<file path="src/rtl/fp_mult.sv">
// Reset-started binary32 multiplier: LOAD/MULT/NORM/DONE, result and done registered at the 4th edge after reset release.
// Denormal inputs flush to zero, round-to-nearest-even, no denormal outputs.
module fp_mult (
  input  logic        clk,
  input  logic        reset,
  input  logic [31:0] dataa,
  input  logic [31:0] datab,
  output logic [31:0] result,
  output logic        done
);

  typedef enum logic [1:0] {LOAD, MULT, NORM, DONE} state_e;

  state_e             state_q;
  logic               sign_q;
  logic [7:0]         ea_q, eb_q;
  logic [23:0]        ma_q, mb_q;
  logic               nan_q, inf_q, zero_q;
  logic [47:0]        prod_q;
  logic signed [9:0]  exp_q;
  logic [31:0]        res_q, result_q;
  logic               done_q;

  logic a_zero, b_zero, a_inf, b_inf, a_nan, b_nan;

  // exponent 0 covers both true zero and denormals, which are flushed
  assign a_zero = (dataa[30:23] == 8'h00);
  assign b_zero = (datab[30:23] == 8'h00);
  assign a_inf  = (dataa[30:23] == 8'hFF) && (dataa[22:0] == 23'h0);
  assign b_inf  = (datab[30:23] == 8'hFF) && (datab[22:0] == 23'h0);
  assign a_nan  = (dataa[30:23] == 8'hFF) && (dataa[22:0] != 23'h0);
  assign b_nan  = (datab[30:23] == 8'hFF) && (datab[22:0] != 23'h0);

  logic [23:0]       mant_pre;
  logic              guard, sticky, round_up;
  logic [24:0]       mant_r;
  logic [22:0]       frac_fin;
  logic signed [9:0] exp_n;
  logic [31:0]       res_d;

  always_comb begin
    mant_pre = prod_q[47] ? prod_q[47:24] : prod_q[46:23];
    guard    = prod_q[47] ? prod_q[23] : prod_q[22];
    // round and sticky bits folded together; only their OR matters for RNE
    sticky   = prod_q[47] ? (|prod_q[22:0]) : (|prod_q[21:0]);
    exp_n    = exp_q + $signed({9'b0, prod_q[47]});
    round_up = guard & (sticky | mant_pre[0]);
    mant_r   = {1'b0, mant_pre} + {24'b0, round_up};
    frac_fin = mant_r[22:0];
    if (mant_r[24]) begin
      frac_fin = mant_r[23:1];
      exp_n    = exp_n + 10'sd1;
    end
    res_d = {sign_q, exp_n[7:0], frac_fin};
    if (nan_q)                   res_d = 32'h7FC0_0000;
    else if (inf_q)              res_d = {sign_q, 8'hFF, 23'h0};
    else if (zero_q)             res_d = {sign_q, 31'h0};
    else if (exp_n >= 10'sd255)  res_d = {sign_q, 8'hFF, 23'h0};
    else if (exp_n <= 10'sd0)    res_d = {sign_q, 31'h0};
  end

  always_ff @(posedge clk) begin
    if (reset) begin
      state_q  <= LOAD;
      sign_q   <= 1'b0;
      ea_q     <= 8'h0;
      eb_q     <= 8'h0;
      ma_q     <= 24'h0;
      mb_q     <= 24'h0;
      nan_q    <= 1'b0;
      inf_q    <= 1'b0;
      zero_q   <= 1'b0;
      prod_q   <= 48'h0;
      exp_q    <= 10'sd0;
      res_q    <= 32'h0;
      result_q <= 32'h0;
      done_q   <= 1'b0;
    end else begin
      case (state_q)
        LOAD: begin
          sign_q  <= dataa[31] ^ datab[31];
          ea_q    <= dataa[30:23];
          eb_q    <= datab[30:23];
          ma_q    <= {1'b1, dataa[22:0]};
          mb_q    <= {1'b1, datab[22:0]};
          nan_q   <= a_nan | b_nan | (a_inf & b_zero) | (b_inf & a_zero);
          inf_q   <= a_inf | b_inf;
          zero_q  <= a_zero | b_zero;
          state_q <= MULT;
        end
        MULT: begin
          prod_q  <= {24'b0, ma_q} * {24'b0, mb_q};
          exp_q   <= $signed({2'b0, ea_q}) + $signed({2'b0, eb_q}) - 10'sd127;
          state_q <= NORM;
        end
        NORM: begin
          res_q   <= res_d;
          state_q <= DONE;
        end
        DONE: begin
          result_q <= res_q;
          done_q   <= 1'b1;
        end
        default: state_q <= LOAD;
      endcase
    end
  end

  assign result = result_q;
  assign done   = done_q;

endmodule

</file>
<file path="config.mk">
export PLATFORM = sky130hd
export DESIGN_NAME = fp_mult
export DESIGN_NICKNAME = d
export VERILOG_FILES = /design/src/rtl/fp_mult.sv
export SDC_FILE = /design/constraint.sdc
export NUM_CORES = 2
export LEC_CHECK = 0
export CORE_ASPECT_RATIO = 0.8
export CORE_MARGIN = 2
export CORE_UTILIZATION = 64
export DETAILED_ROUTE_END_ITERATION = 8
export PLACE_DENSITY = 0.89
export SLEW_MARGIN = 20
export SYNTH_ARGS = -nofsm -noshare
export SYNTH_HDL_FRONTEND = slang
export SYNTH_SLANG_ARGS = --single-unit
</file>
<file path="constraint.sdc">
create_clock -name clk -period 8.3 [get_ports clk]
set_input_delay 2.075 -clock clk [delete_from_list [all_inputs] [get_ports clk]]
set_output_delay 2.075 -clock clk [all_outputs]
set_load 0.05 [all_outputs]
</file>
# Word-level counts from Yosys, hierarchy flattened
# Cells that the tools add are included.
word_totals:
  out_inout_bits: 33
  ramBits: 0
  word_cells: 62
  n_memories: 0
  latch_bits: 0
  ff_bits: 193
  inputBits: 66
  mem_bits_ro: 0
classes:
  add_sub_neg: 5
  shifts: 0
  n_lt_le_gt_ge: 2
  bitwise_logic: 10
  n_mux: 11
  n_div: 0
  mul: 1
  n_reduce_logical: 14
  n_eq_ne: 5
op_table:
  columns: ["operator", "count"]
  rows:
  - ["$mux 31", 4]
  - ["$mul 24x24->48", 1]
  - ["$logic_not 23->1", 2]
  - ["$reduce_bool 23->1", 2]
  - ["$mux 32", 1]
  - ["$add 24x1->25", 1]
  - ["$mux 24", 1]
  - ["$mux 23", 1]
  - ["$reduce_or 23->1", 1]
  - ["$reduce_or 22->1", 1]
  - ["$eq 8x8->1 const B", 2]
  - ["$logic_not 8->1", 2]
  - ["$add 10x2->10", 1]
  - ["$add 10x2->10 const B", 1]
  - ["$ge 10x9->1 const B", 1]
  - ["$le 10x1->1 const B", 1]
  - ["$mux 10", 1]
  - ["$sub 9x7->10 const B", 1]
  - ["$add 8x8->9", 1]
  - ["$or 1x1->1", 6]
  - ["$pmux 2 s3", 1]
  - ["$eq 2x2->1 const B", 2]
  - ["$logic_and 1x1->1", 4]
  - ["$and 1x1->1", 3]
  - ["other kinds (5)", 6]

# Logic depth before layout (Yosys ltp)
depth:
  ltp_word: 12
  mapped_depth: 25
  depth_no_buf: 23

# Worst setup path after synthesis
# OpenSTA, ideal clock, no wires.
synth_timing:
  path_type: "register to register"
  startpoint: "register ma_q[18]"
  endpoint: "register prod_q[42]"
  period_less_slack_ps: 6665
  path_stages_with_launch: 25
  required_time_ps: 8194
  setup_slack_ps: 1635
  setup_ps: 106
  arrival_ps: 6559
  n_path_buf: 2
  path_cell_list: "dfxtp_1 -> clkbuf_1 -> nand2_1 -> fa_1 -> inv_1 -> fa_1 -> inv_1 -> fa_1 -> fa_1 -> inv_1 -> fa_1 -> fa_1 -> inv_1 -> fa_1 -> inv_1 -> ha_1 -> clkbuf_1 -> a2111o_1 -> or2_2 -> o221ai_1 -> o211ai_1 -> nand2_1 -> a311oi_1 -> or4_1 -> o311ai_0"
synth_between:
  elab_chain_cells: 1
synth_lines:
  columns: ["item", "line_no", "source"]
  rows:
  - ["start, declared", "17", "logic [23:0] ma_q, mb_q;"]
  - ["start signal, assigned", "84", "ma_q <= {1'b1, dataa[22:0]};"]
  - ["$mul 24x24->48", "92", "prod_q <= {24'b0, ma_q} * {24'b0, mb_q};"]
  - ["end signal, assigned", "92", null]
  - ["end, declared", "19", "logic [47:0] prod_q;"]
# Every way passes these cells.
# A chain may end at the register's enable or synchronous reset.

# Worst setup path in the final report
layout_timing:
  startpoint: "register ma_q[14]"
  endpoint: "register prod_q[44]"
# The elaborated chain is that of the path after synthesis.

==> results.json <==
{
  "synth.distinct_cells": 82,
  "h-tree-depth": 4,
  "setup-tns-final_ns": 0,
  "place_inst": 3706,
  "yosysWarnings": 0,
  "holdCritPathClass": "register to register",
  "num-nets-final": 3911,
  "clk_path_buf_depth": 2,
  "wl_per_cell_um": 20.9,
  "insertion_delay_ns": 0.47,
  "finalClockSkew_ns": 0.0202,
  "hold_viol_final": 0,
  "rows": 68,
  "status": "complete, no violations",
  "antenna_found_initial": 1,
  "maxSlewViolCount": 0,
  "dieArea_mm2": 0.0458,
  "cts_tree": "done",
  "finalSetupViolCount": 0,
  "critPathLaunch": "ma_q[14]",
  "p_leak_uw": 0.0140,
  "required_ns": 8.66,
  "coreArea_mm2": 0.0433,
  "place.gp.congestion": 1.00,
  "fillers": 3230,
  "io_buffers": 98,
  "cts_hold_buf": 0,
  "initial_core_util_pct": 65.2,
  "hp-start": "exp_q[9]",
  "synth_area_mm2": 0.0282,
  "cts_resized": 0,
  "ys.flop_type": "dfxtp_1",
  "grt_pass1_wl_mm": 127,
  "synth_seq_cells": 192,
  "drt_iter0_drc": 1936,
  "die_h_um": 192,
  "drc": 0,
  "crit_path_frequent_cell": "fa_1",
  "cts-root-buf": "clkbuf_16",
  "vias_per_cell": 6.12,
  "slew_headroom_pct": 20.2,
  "die_w_um": 239,
  "synth_nets": 3940,
  "ant_nets": 0,
  "p_per_area_mw_per_mm2": 234,
  "period_needed_ns": 7.86,
  "diodes": 0,
  "p_total_uw": 7030,
  "min_period_over_period_pct": 94.7,
  "synth_edf_count": 0,
  "rsz0062_at_grt": "false",
  "clkSinkCount": 192,
  "cts.clk_slew.worst_paths_ns": 0.09,
  "end_kind": "register",
  "arrival_ns": 8.22,
  "grt_max_degree": 98,
  "dpl.hpwl_mm": 60.4,
  "cp_slowest_stage_delay_ns": 1.11,
  "worstSetupPathType": "register to register",
  "syn_to_final_growth_pct": 6.40,
  "synthCells": 3194,
  "r2r-start": "ma_q[14]",
  "maxCapViolations": 0,
  "firstDrtPassIters": 5,
  "async_reset_ff_share_pct": 0,
  "yosysSeqAreaShare_pct": 13.6,
  "track_usage_pct": 35.7,
  "crit_slowest_cell": "dfxtp_1",
  "io_pins": 99,
  "grt_pass1_vias": 24400,
  "cp-start-kind": "register",
  "num_vias": 22900,
  "cts_buffers": 17,
  "cts_setup_buffers": 0,
  "final_common_cell": "inv_1",
  "worst_pin_slew_ns": 1.19,
  "wl_mm": 78.3,
  "grt_overflow_total": 0,
  "crit_fanout": 25,
  "peakVddDrop_uv": 256,
  "layout_common_cells": "575 x inv_1, 483 x fa_1, 365 x nand2_1, 301 x and2_1, 197 x nor2_1",
  "final_cells": 3738,
  "crit_chain": "nand2_1, fa_1, inv_1, fa_1, inv_1, fa_1, fa_1, inv_1, fa_1, fa_1, inv_1, fa_1, inv_1, ha_1, nand2_1, nor2_1, nand4_1, o211ai_1, nand2_1, a31oi_1, a21oi_1, o311ai_0",
  "drive_above_1_share_pct": 3.02,
  "syn_avg_cell_area_um2": 8.84,
  "timing.fmax_ghz": 0.127
}
## metrics by stage
stage          hold slack (ns)  area [um2]  util, %  setup slack (ns)
6_report                 0.473       30000     69.4             0.440
5_1_grt                  0.490       30000     69.4             0.142
4_1_cts                  0.472       30000     69.4             0.635
3_5_place_dp             0.459       29500     68.0             0.686
3_3_place_gp             0.449       29500     68.0             0.818
2_1_floorplan            0.441       28200        -              1.63
## Yosys cell counts (4+ instances only)
cell	instances	share of area [%]
nor2_1	197	2.6
nand2_1	365	4.9
a21oi_1	74	1.3
nor4_1	27	0.60
nand2b_1	21	0.47
o311ai_0	8	0.25
mux2i_1	140	5.0
o21bai_1	9	0.24
a22o_1	20	0.62
and4_1	8	0.25
a211oi_1	19	0.51
fa_1	483	34
o211ai_1	9	0.24
a211o_1	4	0.12
dfxtp_1	192	14
ha_1	197	8.7
a21boi_0	4	0.11
a21o_1	17	0.45
or3_1	4	0.089
o21a_1	13	0.35
inv_1	575	7.6
a31oi_1	17	0.38
xor2_1	21	0.65
nor3_1	18	0.32
a311oi_1	14	0.43
buf_1	6	0.080
a31o_2	4	0.12
a221oi_1	4	0.12
xnor2_1	40	1.2
o21ai_0	47	0.83
nand3b_1	4	0.11
nand3_1	36	0.64
buf_2	8	0.14
clkbuf_1	157	2.1
and3_1	18	0.40
nor2b_1	13	0.29
and2_1	301	6.7
nand4_1	23	0.51
o22ai_1	6	0.13
## routing by layer
metal  vias to the layer above  GRT usage [%]  routed length (um)
met5                         -              0                  56
met4                         2           17.0                3780
met3                       277           6.98                8100
met2                      1306           56.9               35700
met1                     11400           47.3               30700
li1                       9925              -                   -
## area by class of cell
| type | count | area (um2) | share of cell area, % |
|---|---|---|---|
| Clock inverter | 13 | 124 | 0.412 |
| Sequential cell | 192 | 3850 | 12.8 |
| Tap cell | 560 | 701 | 2.33 |
| Inverter | 576 | 2160 | 7.20 |
| Multi-Input combinational cell | 2250 | 21600 | 71.7 |
| Timing Repair Buffer | 128 | 1210 | 4.02 |
| Clock buffer | 19 | 443 | 1.47 |
## sequential cells by signal (all words and copies together) (netlist names)
register / cells
ma_q: 24
nan_q: 1
res_q: 32
inf_q: 1
zero_q: 1
eb_q: 8
result: 32
ea_q: 8
mb_q: 23
done: 1
prod_q: 48
state_q: 2
sign_q: 1
exp_q: 10
## cell families (layout without fill, tap and decap cells)
kind of cell	Yosys count	in the layout	share of synthesized area, %
simple gates	1057	1057	18.6
mux	142	142	5.04
compound gates	308	308	7.62
flops	192	192	13.6
fa+ha+maj	680	680	43.0
xor+xnor	63	63	2.01
buf+inv	752	736	10.1
## power by group
group | switching (uW) | internal [uW]
sequential | 430 | 1070
clock | 435 | 406
combinational | 2820 | 1870
## path summary, 6_finish.rpt
check / slack, ns / end / depth (start not counted)
worst max-delay path: 0.44 / prod_q[44] / 22
worst min register to register: 0.47 / exp_q[9] / 2
worst min-delay path: 0.47 / exp_q[9] / 2
worst max register to register: 0.44 / prod_q[44] / 22
## worst max-delay path: cells and delay by family (launching register included)
kind	cells	cell delay (ns)
AO/OA/AOI/OAI	4	1.46
adder cells (fa/ha/maj)	8	4.05
flip-flops	1	1.11
buffers and inverters	5	0.30
AND/OR/NAND/NOR	5	0.82
Note: power is estimated with default switching activity, not from simulation.
